File: config.mk
export PLATFORM = sky130hd
export DESIGN_NAME = sub_bytes_iter_flat
export DESIGN_NICKNAME = d
export VERILOG_FILES = /design/src/rtl/sub_bytes_iter_pkg.sv /design/src/rtl/sub_bytes_iter_if.sv /design/src/rtl/sub_bytes_iter_sbox_sync.sv /design/src/rtl/sub_bytes_iter.sv /design/src/flat_wrapper.sv
export SDC_FILE = /design/constraint.sdc
export NUM_CORES = 1
export LEC_CHECK = 0
export CAP_MARGIN = 20
export CELL_PAD_IN_SITES_DETAIL_PLACEMENT = 1
export CELL_PAD_IN_SITES_GLOBAL_PLACEMENT = 1
export CORE_AREA = 4 4 245 247
export DETAILED_ROUTE_END_ITERATION = 16
export DIE_AREA = 0 0 249 251
export PLACE_DENSITY = 0.9
export SLEW_MARGIN = 10
export SYNTH_ARGS = -nofsm -noshare
export SYNTH_HDL_FRONTEND = slang
export SYNTH_SLANG_ARGS = --single-unit
export TNS_END_PERCENT = 20
File: constraint.sdc
create_clock -name clk -period 9.65 [get_ports clk]
set_input_delay 1.4475 -clock clk [delete_from_list [all_inputs] [get_ports clk]]
set_output_delay 1.4475 -clock clk [all_outputs]
set_load 0.01 [all_outputs]
File: src/rtl/sub_bytes_iter_pkg.sv
// Shared AES SubBytes definitions: forward/inverse S-box tables, byte type and FSM states.
package aes_pkg;

    localparam int NUM_BYTES = 16;

    typedef logic [7:0] byte_t;

    typedef enum logic [1:0] {
        IDLE   = 2'd0,
        LOOKUP = 2'd1,
        DONE   = 2'd2
    } sub_state_t;

    // Ascending packed range so SBOX[x] is the entry for input byte x.
    localparam logic [0:255][7:0] SBOX = {
        128'h637c777bf26b6fc53001672bfed7ab76, 128'hca82c97dfa5947f0add4a2af9ca472c0,
        128'hb7fd9326363ff7cc34a5e5f171d83115, 128'h04c723c31896059a071280e2eb27b275,
        128'h09832c1a1b6e5aa0523bd6b329e32f84, 128'h53d100ed20fcb15b6acbbe394a4c58cf,
        128'hd0efaafb434d338545f9027f503c9fa8, 128'h51a3408f929d38f5bcb6da2110fff3d2,
        128'hcd0c13ec5f974417c4a77e3d645d1973, 128'h60814fdc222a908846eeb814de5e0bdb,
        128'he0323a0a4906245cc2d3ac629195e479, 128'he7c8376d8dd54ea96c56f4ea657aae08,
        128'hba78252e1ca6b4c6e8dd741f4bbd8b8a, 128'h703eb5664803f60e613557b986c11d9e,
        128'he1f8981169d98e949b1e87e9ce5528df, 128'h8ca1890dbfe6426841992d0fb054bb16
    };

    localparam logic [0:255][7:0] INV_SBOX = {
        128'h52096ad53036a538bf40a39e81f3d7fb, 128'h7ce339829b2fff87348e4344c4dee9cb,
        128'h547b9432a6c2233dee4c950b42fac34e, 128'h082ea16628d924b2765ba2496d8bd125,
        128'h72f8f66486689816d4a45ccc5d65b692, 128'h6c704850fdedb9da5e154657a78d9d84,
        128'h90d8ab008cbcd30af7e45805b8b34506, 128'hd02c1e8fca3f0f02c1afbd0301138a6b,
        128'h3a9111414f67dcea97f2cfcef0b4e673, 128'h96ac7422e7ad3585e2f937e81c75df6e,
        128'h47f11a711d29c5896fb7620eaa18be1b, 128'hfc563e4bc6d279209adbc0fe78cd5af4,
        128'h1fdda8338807c731b11210592780ec5f, 128'h60517fa919b54a0d2de57a9f93c99cef,
        128'ha0e03b4dae2af5b0c8ebbb3c83539961, 128'h172b047eba77d626e169146355210c7d
    };

endpackage

File: src/rtl/sub_bytes_iter_if.sv
// Valid/ready bus of sub_bytes_iter; inv exists only when SUB_BYTES_INV_EN is defined.
interface sub_bytes_iter_if;
    logic         in_valid;
    logic         in_ready;
    logic [127:0] state_in;
    logic         out_valid;
    logic         out_ready;
    logic [127:0] state_out;
`ifdef SUB_BYTES_INV_EN
    logic         inv;

    modport master (output in_valid, state_in, out_ready, inv,
                    input  in_ready, out_valid, state_out);
    modport slave  (input  in_valid, state_in, out_ready, inv,
                    output in_ready, out_valid, state_out);
`else
    modport master (output in_valid, state_in, out_ready,
                    input  in_ready, out_valid, state_out);
    modport slave  (input  in_valid, state_in, out_ready,
                    output in_ready, out_valid, state_out);
`endif
endinterface

File: src/rtl/sub_bytes_iter_sbox_sync.sv
// One-cycle registered S-box lookup (no reset so the table can map onto block RAM).
module sbox_sync
    import aes_pkg::*;
#(
    parameter bit INV = 1'b0
) (
    input  logic  clk,
    input  byte_t a,
    output byte_t y
);

    // Registered table read; INV is an elaboration constant so only one table is built.
    always_ff @(posedge clk) begin
        if (INV) begin
            y <= INV_SBOX[a];
        end else begin
            y <= SBOX[a];
        end
    end

endmodule

File: src/rtl/sub_bytes_iter.sv
// Iterative AES SubBytes, LANES bytes per cycle through registered S-boxes.
// Optional macro SUB_BYTES_INV_EN adds an inv bus bit selecting InvSubBytes.
module sub_bytes_iter
    import aes_pkg::*;
#(
    parameter int LANES = 4
) (
    input  logic             clk,
    input  logic             reset_n,
    sub_bytes_iter_if.slave  bus
);

    localparam int               G       = NUM_BYTES / LANES;
    localparam int               CW      = (G > 1) ? $clog2(G) : 1;
    localparam logic [CW-1:0]    CNT_MAX = CW'(G - 1);

    sub_state_t                  r_state;
    sub_state_t                  w_next;
    logic [CW-1:0]               r_cnt;
    logic [CW-1:0]               r_wr_ptr;
    logic                        r_wr_valid;
    byte_t [NUM_BYTES-1:0]       r_work;
    byte_t [NUM_BYTES-1:0]       r_result;
    logic                        w_accept;
    logic                        w_last_wr;
    logic [3:0]                  w_rd_base;
    logic [3:0]                  w_wr_base;
    byte_t                       w_sbox_a [LANES];
    byte_t                       w_sbox_y [LANES];
`ifdef SUB_BYTES_INV_EN
    logic                        r_inv;
`endif

    assign w_accept  = bus.in_valid && (r_state == IDLE);
    assign w_last_wr = r_wr_valid && (r_wr_ptr == CNT_MAX);
    assign w_rd_base = 4'(int'(r_cnt) * LANES);
    assign w_wr_base = 4'(int'(r_wr_ptr) * LANES);

    // Handshake outputs come straight from state; result is hidden until complete.
    assign bus.in_ready  = reset_n && (r_state == IDLE);
    assign bus.out_valid = (r_state == DONE);
    assign bus.state_out = (r_state == DONE) ? r_result : 128'd0;

    // Next-state logic.
    always_comb begin
        w_next = r_state;
        case (r_state)
            IDLE: begin
                if (w_accept) w_next = LOOKUP;
                else          w_next = IDLE;
            end
            LOOKUP: begin
                if (w_last_wr) w_next = DONE;
                else           w_next = LOOKUP;
            end
            DONE: begin
                if (bus.out_ready) w_next = IDLE;
                else               w_next = DONE;
            end
            default: w_next = IDLE;
        endcase
    end

    // State register.
    always_ff @(posedge clk or negedge reset_n) begin
        if (!reset_n) r_state <= IDLE;
        else          r_state <= w_next;
    end

    // Issue counter (saturating) and its one-cycle-delayed write pointer.
    always_ff @(posedge clk or negedge reset_n) begin
        if (!reset_n) begin
            r_cnt      <= '0;
            r_wr_ptr   <= '0;
            r_wr_valid <= 1'b0;
        end else begin
            r_wr_ptr   <= r_cnt;
            r_wr_valid <= (r_state == LOOKUP) && !w_last_wr;
            if (w_accept) begin
                r_cnt <= '0;
            end else if ((r_state == LOOKUP) && (r_cnt != CNT_MAX)) begin
                r_cnt <= r_cnt + 1'b1;
            end
        end
    end

    // Work capture on accept; result bytes land one group per cycle behind the issue.
    always_ff @(posedge clk or negedge reset_n) begin
        if (!reset_n) begin
            r_work   <= '0;
            r_result <= '0;
`ifdef SUB_BYTES_INV_EN
            r_inv    <= 1'b0;
`endif
        end else begin
            if (w_accept) begin
                r_work <= bus.state_in;
`ifdef SUB_BYTES_INV_EN
                r_inv  <= bus.inv;
`endif
            end
            if (r_wr_valid) begin
                for (int l = 0; l < LANES; l++) begin
                    r_result[w_wr_base + 4'(l)] <= w_sbox_y[l];
                end
            end
        end
    end

    for (genvar l = 0; l < LANES; l++) begin : g_lane
        assign w_sbox_a[l] = r_work[w_rd_base + 4'(l)];
`ifdef SUB_BYTES_INV_EN
        byte_t w_fwd_y;
        byte_t w_inv_y;
        sbox_sync #(.INV(1'b0)) u_fwd (.clk(clk), .a(w_sbox_a[l]), .y(w_fwd_y));
        sbox_sync #(.INV(1'b1)) u_inv (.clk(clk), .a(w_sbox_a[l]), .y(w_inv_y));
        // r_inv is held for the whole operation, so selecting after the registers is safe.
        assign w_sbox_y[l] = r_inv ? w_inv_y : w_fwd_y;
`else
        sbox_sync #(.INV(1'b0)) u_fwd (.clk(clk), .a(w_sbox_a[l]), .y(w_sbox_y[l]));
`endif
    end

endmodule

File: src/flat_wrapper.sv
// flat-port wrapper written by rule: the top's interface ports become plain ports
module sub_bytes_iter_flat import aes_pkg::*;
#(
    parameter int LANES = 4
)
  (clk, reset_n, bus_in_valid, bus_state_in, bus_out_ready, bus_in_ready, bus_out_valid, bus_state_out);
  sub_bytes_iter_if bus_i ();
  input  logic clk;
  input  logic reset_n;
  input wire logic [$bits(bus_i.in_valid)-1:0] bus_in_valid;
  input wire logic [$bits(bus_i.state_in)-1:0] bus_state_in;
  input wire logic [$bits(bus_i.out_ready)-1:0] bus_out_ready;
  output wire logic [$bits(bus_i.in_ready)-1:0] bus_in_ready;
  output wire logic [$bits(bus_i.out_valid)-1:0] bus_out_valid;
  output wire logic [$bits(bus_i.state_out)-1:0] bus_state_out;
  assign bus_i.in_valid = bus_in_valid;
  assign bus_i.state_in = bus_state_in;
  assign bus_i.out_ready = bus_out_ready;
  assign bus_in_ready = bus_i.in_ready;
  assign bus_out_valid = bus_i.out_valid;
  assign bus_state_out = bus_i.state_out;
  sub_bytes_iter #(.LANES(LANES)) u_core (.clk(clk), .reset_n(reset_n), .bus(bus_i));
endmodule
==> flow_metrics.tcl <==
set metrics [dict create \
    status "complete, no violations" \
    tightestPinTransition_ns 1.12 \
    vias_per_cell 7.27 \
    drtAntennaViolNets 0 \
    cts-root-buf "clkbuf_16" \
    cts_tree "yes" \
    synth_flop_cell "dfrtp_1" \
    syn_area_per_cell_sq_um 8.48 \
    finalHoldViolations 0 \
    core_area_sq_um 57600 \
    grt_overflow 0 \
    num-fill-cells 6658 \
    synth_fp_nets 3226 \
    grt_max_degree 161 \
    cp-endpoint "u_core.g_lane[0].u_fwd.y[1]$_DFF_P_" \
    endpoint_kind "flop" \
    synth-edff-count 0 \
    track_usage 0.361 \
    period_minus_slack_ns 5.61 \
    crit_start "u_core.r_cnt[0]$_DFFE_PN0P_" \
    grt_pass1_vias 27716 \
    cp.arrival_ns 6.01 \
    drive_above_1_share 0.151 \
    r2r_slack_ns 4.04 \
    crit_required_ns 10.05 \
    route.detailed.drc 0 \
    post_drt_wl_per_cell_um 31.3 \
    port-buffer-count 261 \
    relSlewSlack 0.252 \
    slew_viol_final 0 \
    start_util 0.447 \
    cp_slowest_stage_delay_ns 0.91 \
    clock_path_buffers 3 \
    design.die.area_sq_um 62500 \
    crit_fanout 77 \
    cts-htree-levels 2 \
    post_cts_buffers 0 \
    path_depth 10 \
    fmax_mhz 178 \
    regArea_sq_um 7230 \
    critPathMostFrequentCell "buf_4" \
    r2r_cells 10 \
    final_common_cell "mux2_2" \
    syn_inst 3037 \
    clk_pin_slew_ns 0.06 \
    ctsHoldBuffers 0 \
    chipWidth_um 249 \
    fp-row-count 88 \
    rsz0062_at_grt "false" \
    synthTopCellsByArea "dfrtp_1 26%, mux2_2 12%, a21oi_1 4.3%, o21ai_0 3.8%, and2_1 3.7%" \
    netlist_area_sq_um 25700 \
    crit_slowest_cell "dfrtp_4" \
    critPathBufInv 3 \
    cts_buffers 36 \
    crit_chain "mux2i_1, mux2_2, buf_4, clkinv_2, buf_4, nor2b_1, a21oi_1, a22oi_1, a21boi_0, a311oi_1" \
    dp_hpwl_mm 81.2 \
    multi_input_area_sq_um 16800 \
    syn_to_final_growth_pct 13.4 \
    r2r_start "u_core.r_cnt[0]$_DFFE_PN0P_" \
    clock-sinks 295 \
    yosys.area.top_type "dfrtp_1" \
    die_h_um 251 \
    cts_resized 0 \
    skew_ns 0.0472 \
    grt_pass1_wl_mm 179 \
    final_cell_mix "284 x mux2_2, 261 x dfrtp_1, 260 x clkdlybuf4s50_1" \
    vias 27997 \
    critical_path.top_delay_family "buffers and inverters" \
    grt_antenna_before_repair 4 \
    io_pins 262 \
    setup_viol 0 \
    routed_wl_mm 120 \
    setup_tns_ns 0 \
    insertion_delay_ns 0.60 \
    finalCritPeriodShare 0.582 \
    synth_cell_types 93 \
    detail_route.first_pass.iterations 7 \
    hold_path_class "reg2reg" \
    reg2reg_to "u_core.g_lane[0].u_fwd.y[1]$_DFF_P_" \
    ys_ff_latch 295 \
    critPathLaunchType "flop" \
    gp_congestion 1.09 \
    ys_warn_count 0 \
    drt_iter0_drc 4538 \
    drv_cap 0 \
    fin_nets 3244 \
    yosys.area.top_type_share 0.256 \
    crit_type "reg2reg" \
    yosysSeqAreaShare 0.281 \
    synth-async-reset-ratio 0.892 \
]
cell usage after synthesis, drive strengths merged (19+ instances only):
| library cell | n |
|---|---|
| o31ai | 19 |
| a311oi | 51 |
| o211ai | 63 |
| nand2b | 69 |
| nand2 | 217 |
| or2 | 19 |
| o21ai | 209 |
| nor3 | 95 |
| a2111oi | 20 |
| clkbuf | 162 |
| dfxtp | 32 |
| nor2 | 183 |
| a211oi | 51 |
| a221oi | 24 |
| a21oi | 223 |
| nor2b | 38 |
| buf | 165 |
| o221ai | 28 |
| inv | 26 |
| a21o | 21 |
| nand3 | 93 |
| dfrtp | 263 |
| a31oi | 54 |
| mux4 | 23 |
| o22ai | 26 |
| mux2i | 60 |
| and2 | 160 |
| mux2 | 287 |
| ha | 57 |
| o311ai | 45 |
worst min path at each step:
stage	startpoint	to	cells after the start
after detailed placement	u_core.r_result[79]$_DFFE_PN0P_	u_core.r_result[79]$_DFFE_PN0P_	1
after global routing	u_core.r_result[60]$_DFFE_PN0P_	u_core.r_result[60]$_DFFE_PN0P_	1
after CTS	u_core.r_result[36]$_DFFE_PN0P_	u_core.r_result[36]$_DFFE_PN0P_	1
after global placement	u_core.r_result[69]$_DFFE_PN0P_	u_core.r_result[69]$_DFFE_PN0P_	1
after floorplan	u_core.r_cnt[1]$_DFFE_PN0P_	u_core.r_wr_ptr[1]$_DFF_PN0_	0
final	u_core.r_result[77]$_DFFE_PN0P_	u_core.r_result[77]$_DFFE_PN0P_	1
cell families (layout without fill, tap and decap cells):
group	Yosys count	in the layout	synth area share
other	0	1	0
multiplexers	370	370	0.170
AO/OA/AOI/OAI	992	992	0.261
adder cells (fa/ha/maj)	57	57	0.0277
AND/OR/NAND/NOR	957	957	0.188
flip-flops	295	295	0.281
buffers and inverters	355	401	0.0692
XOR/XNOR	11	11	0.00374
flip-flops by register name (all words and copies together) (netlist names):
| register | count |
|---|---|
| u_core.r_result | 128 |
| u_core.r_wr_ptr | 2 |
| u_core.r_cnt | 2 |
| u_core.r_work | 128 |
| u_core.g_lane.u_fwd.y | 32 |
| u_core.r_wr_valid | 1 |
| u_core.r_state | 2 |
metal layers:
| metal | share of wire | wire length (um) | track usage | vias up |
|---|---|---|---|---|
| li1 | - | - | - | 11462 |
| met1 | 0.38 | 45600 | 0.466 | 13621 |
| met2 | 0.44 | 52600 | 0.566 | 2304 |
| met3 | 0.12 | 14800 | 0.0977 | 606 |
| met4 | 0.061 | 7330 | 0.169 | 4 |
| met5 | 0.00018 | 22 | 0 | - |
stage by stage:
step,instances,util,setup WS (ns),hold slack (ns),area (sq um)
6_report,3849,0.507,4.04,0.496,29200
5_1_grt,3848,0.507,3.76,0.510,29200
4_1_cts,3847,0.507,4.18,0.499,29200
3_5_place_dp,3781,0.487,4.22,0.486,28000
3_3_place_gp,3781,0.487,4.20,0.479,28000
2_1_floorplan,3037,-,6.11,0.379,25700
layout make-up:
class,instances,share of cell area
multi-input cells,2387,0.574
diodes,1,0.0000857
flip-flops and latches,295,0.248
clock inverters,11,0.00437
inverters,28,0.00364
clock buffers,55,0.0354
repair buffers,307,0.102
well taps,765,0.0328
Power is not shown: default switching activity piles up to over one toggle a cycle in this logic, so the estimate is an artifact.
